===== src/rtl/mux_accumulate_ctrl.sv =====
// Sequencer and signed accumulator around the 32x4 operand mux: steps the select
// through operands 0..3, sums them, and hands the result downstream over valid/ready.
//
// state | meaning
// IDLE  | waiting for start; sel parked at 0
// ACCUM | one operand per edge is added while sel walks 0..3
// DONE  | result presented on sum_out/sum_valid until sum_ready
module mux_accumulate_ctrl #(
  parameter int WIDTH = 32,
  parameter int N_OPS = 4
) (
  input  logic             clk,
  input  logic             reset_n,
  input  logic             start,
  output logic [1:0]       sel,
  input  logic [WIDTH-1:0] mux_out,
  output logic             busy,
  output logic [WIDTH-1:0] sum_out,
  output logic             sum_valid,
  input  logic             sum_ready,
  output logic             overflow
);

  typedef enum logic [1:0] {IDLE, ACCUM, DONE} state_t;

  localparam logic [1:0] SEL_LAST = 2'(N_OPS - 1);

  state_t           state, state_nxt;
  logic [1:0]       sel_nxt;
  logic [WIDTH-1:0] acc, acc_nxt, sum_nxt, step_sum;
  logic             valid_nxt, ovf_nxt, step_ovf;

  // Overflow only when both addends share a sign that the result does not.
  assign step_sum = acc + mux_out;
  assign step_ovf = (acc[WIDTH-1] == mux_out[WIDTH-1]) &&
                    (step_sum[WIDTH-1] != acc[WIDTH-1]);
  assign busy     = (state != IDLE);

  always_ff @(posedge clk or negedge reset_n) begin
    if (!reset_n) begin
      state     <= IDLE;
      sel       <= '0;
      acc       <= '0;
      sum_out   <= '0;
      sum_valid <= 1'b0;
      overflow  <= 1'b0;
    end else begin
      state     <= state_nxt;
      sel       <= sel_nxt;
      acc       <= acc_nxt;
      sum_out   <= sum_nxt;
      sum_valid <= valid_nxt;
      overflow  <= ovf_nxt;
    end
  end

  always_comb begin
    state_nxt = state;
    sel_nxt   = sel;
    acc_nxt   = acc;
    sum_nxt   = sum_out;
    valid_nxt = sum_valid;
    ovf_nxt   = overflow;
    case (state)
      IDLE: begin
        sel_nxt = '0;
        if (start) begin
          state_nxt = ACCUM;
          acc_nxt   = '0;
          ovf_nxt   = 1'b0;
        end
      end
      ACCUM: begin
        acc_nxt = step_sum;
        ovf_nxt = overflow | step_ovf;
        if (sel == SEL_LAST) begin
          sum_nxt   = step_sum;
          valid_nxt = 1'b1;
          sel_nxt   = '0;
          state_nxt = DONE;
        end else begin
          sel_nxt = sel + 2'd1;
        end
      end
      DONE: begin
        sel_nxt = '0;
        if (sum_valid && sum_ready) begin
          valid_nxt = 1'b0;
          if (start) begin
            state_nxt = ACCUM;
            acc_nxt   = '0;
            ovf_nxt   = 1'b0;
          end else begin
            state_nxt = IDLE;
          end
        end
      end
      default: begin
        state_nxt = IDLE;
        sel_nxt   = '0;
        valid_nxt = 1'b0;
      end
    endcase
  end

endmodule


===== config.mk =====
export PLATFORM = sky130hd
export DESIGN_NAME = mux_accumulate_ctrl
export DESIGN_NICKNAME = d
export VERILOG_FILES = /design/src/rtl/mux_accumulate_ctrl.sv
export SDC_FILE = /design/constraint.sdc
export NUM_CORES = 1
export LEC_CHECK = 0
export CORE_MARGIN = 1
export CORE_UTILIZATION = 54
export DETAILED_ROUTE_END_ITERATION = 10
export GPL_ROUTABILITY_DRIVEN = 0
export PLACE_DENSITY_LB_ADDON = 0.05
export SKIP_CTS_REPAIR_TIMING = 1
export SYNTH_ARGS = -nofsm -noshare
export SYNTH_HDL_FRONTEND = slang
export SYNTH_SLANG_ARGS = --single-unit

===== constraint.sdc =====
create_clock -name clk -period 3.6 [get_ports clk]
set_input_delay 0.72 -clock clk [delete_from_list [all_inputs] [get_ports clk]]
set_output_delay 0.72 -clock clk [all_outputs]
set_load 0.01 [all_outputs]

==> impl_metrics.yaml <==
run_status:
  status: "complete, no violations"
worst_setup_path:
  crit_path_cell_trace: "clkdlybuf4s50_1 -> ha_1 -> and4_1 -> nand3_1 -> a211o_1 -> a211oi_1 -> o21bai_1 -> o21ba_2 -> xnor2_1 -> mux2_2"
  cp_data_arrival_time_ps: 3460
  end_kind: "flop"
  crit_family: "compound AO/OA/AOI/OAI gates"
  crit_fanout: 8
  slowest_stage: "ha_1"
  crit_cells: 10
  crit_buf_inv: 1
  reg2reg_depth: 10
  critPathKind: "in2reg"
  crit_path_start_kind: "input port"
  critPathMaxStageDelay_ps: 430
  required_ps: 3840
cells_and_area:
  diodes: 0
  synthToLayoutAreaGrowth_pct: 24.4
  nets: 625
  finish.instance_area_um2: 5510
  finalNonFillerCells: 663
  drive_gt1_frac: 0.0820
die:
  ios: 73
  num_rows: 32
  dieHeight_um: 92.6
  die_area_um2: 8570
  die_w_um: 92.6
  coreArea_um2: 7850
  start_util: 0.565
sta:
  hold_violations: 0
  fin_hold_ws_ps: 376
  layout_worst_path_cycle_share: 0.895
  rsz0062_at_grt: "false"
  max-slew-margin-rel: 0.350
  period_needed_ps: 3220
  fin_worst_skew_ps: 11.6
  tightest_slew_ps: 972
  finalSetupTns_ps: 0
  slew_viol_final: 0
  fmax_mhz: 310
  setup_viol: 0
route:
  avgViaCountPerCell: 5.99
  drt-total-wl_mm: 11.1
  first_iter_violations: 183
  drc: 0
  avgRoutedWirePerCell_um: 16.8
  vias: 3969
  dr.pass1.iters: 5
  ant_nets: 0
clock_network:
  htreeDepth: 3
  cts_buffers: 9
  cts_buffer_depth: 2
  cts_sinks: 70
  path_clk_slew_ps: 80
  tritoncts: "yes"
  worstSkewPairLatency_ps: 350
  cts-root-buf: "clkbuf_8"
synthesis:
  synth_area_um2: 4430
  synth_ff_type: "dfrtp_1"
  synth_area_per_cell_um2: 9.17
  synth_edf_count: 0
  synthesis.nets: 552
  syn-instance-count: 483
  yosysWarnings: 0
  synth-seq-cells: 70
  async_flop_share: 1.00
  netlist.area_leader.share: 0.395
  ys_types: 57
  synthTopCellsByArea: "dfrtp_1 40%, ha_1 9.0%, nand2_1 6.0%, o21ai_0 4.1%, xnor2_1 3.8%"
  seq_area_frac_synth: 0.395
  synth_top_cell_by_area: "dfrtp_1"
  synthTopCellsByCount: "71 x nand2_1, 70 x dfrtp_1, 36 x o21ai_0"
  synth.most_common_cell: "nand2_1"
power:
  power.density_nw_per_um2: 983
  finalPower_uw: 5420
  ir_drop_v: 0.000544
  p_leak_uw: 0.00249
placed_design:
  placed_area_um2: 5310
  dp_hpwl_mm: 7.90
  portBuffers: 72
  placed_cells: 647
global_route:
  grtUsageTotal: 0.278
  overflow: 0
  grt_antenna_before_repair: 0
  grt_max_degree: 71
  grt_pass1_wl_mm: 18.7
  grt_pass1_vias: 3875
flow_run:
  cap_viol_max_count: 0
hold_path:
  hp-class: "in2async"
[kinds of logic (layout without fill, tap and decap cells)]
| logic type | Yosys count | in the layout | share of synthesized area |
|---|---|---|---|
| DFF | 70 | 70 | 0.395 |
| AOI/OAI and AO/OA | 153 | 153 | 0.237 |
| muxes | 9 | 9 | 0.0229 |
| adders and majority gates | 33 | 33 | 0.0949 |
| buffers and inverters | 36 | 114 | 0.0311 |
| and+or+nand+nor | 155 | 155 | 0.162 |
| xor gates and xnor gates | 27 | 27 | 0.0565 |
[cells in the final DEF, fill, tap and decap left out, types with 4 or more instances in the layout]
master           count
nand2_1             71
mux2_2               9
a21o_1              17
o21a_1               4
a31oi_1              5
or4_1                5
and2_1               6
nor3_1              10
xnor2_1             19
a21oi_1             32
nand3_1             16
buf_4               13
inv_1               12
dfrtp_1             70
clkbuf_8            11
xor2_1               7
nor2_1              20
ha_1                32
o21bai_1             5
or3_1                4
nand4_1             13
a211oi_1             4
a22o_1              17
clkdlybuf4s50_1     71
o21ai_0             36
[layer usage]
layer | vias to the layer above | global-route usage | wire length (um)
met1 | 1896 | 0.403 | 5340
met3 | 16 | 0.0476 | 633
met5 | - | 0 | 0
li1 | 1922 | - | -
met2 | 135 | 0.431 | 5010
met4 | 0 | 0.0716 | 136
[per-stage QoR]
| stage | setup slack (ps) | util |
|---|---|---|
| after detailed placement | 36.5 | 0.677 |
| final | 378 | 0.702 |
| after global routing | 245 | 0.702 |
| after global placement | 93.8 | 0.677 |
| after CTS | 402 | 0.702 |
| after floorplan | 558 | - |
[final timing paths]
| check | from | endpoint | slack (ps) |
|---|---|---|---|
| max in group asynchronous | reset_n | acc[22] | 2910 |
| setup / recovery | mux_out[7] | sum_out[27] | 380 |
| hold reg to reg | sum_out[0] | sum_out[0] | 480 |
| hold / removal | reset_n | acc[0] | 380 |
| setup reg to reg | acc[11] | acc[30] | 800 |
| min in group clk | sum_out[0] | sum_out[0] | 480 |
[where the power goes]
group	total, uW	internal [uW]	leakage (uW)	switching [uW]
Combinational	3330	1540	0.00153	1790
Clock	659	358	0.0000996	301
Sequential	1430	1190	0.000854	236
[worst register-to-register path, cell delays in order, from the launching register on]
cell	delay, ps
dfrtp_1	390
ha_1	390
and2_1	210
o2111a_1	210
a211oi_2	80
o21a_1	240
a2111oi_4	360
o31ai_2	120
buf_4	180
or4_1	470
nand3_1	90
[cell type report]
| class | count | area [um^2] |
|---|---|---|
| inverter | 12 | 45.0 |
| clock inverter | 3 | 42.5 |
| multi-input combinational | 377 | 2550 |
| sequential | 70 | 1750 |
| fill | 646 | 2340 |
| tap | 102 | 128 |
| timing repair buffer | 86 | 833 |
| clock buffer | 13 | 159 |
[state kept, by name, indices dropped and copies added (netlist names)]
name	flops
sum_valid	1
acc	32
sum_out	32
sel	2
state	2
overflow	1
(Power assumes the default switching activity.)
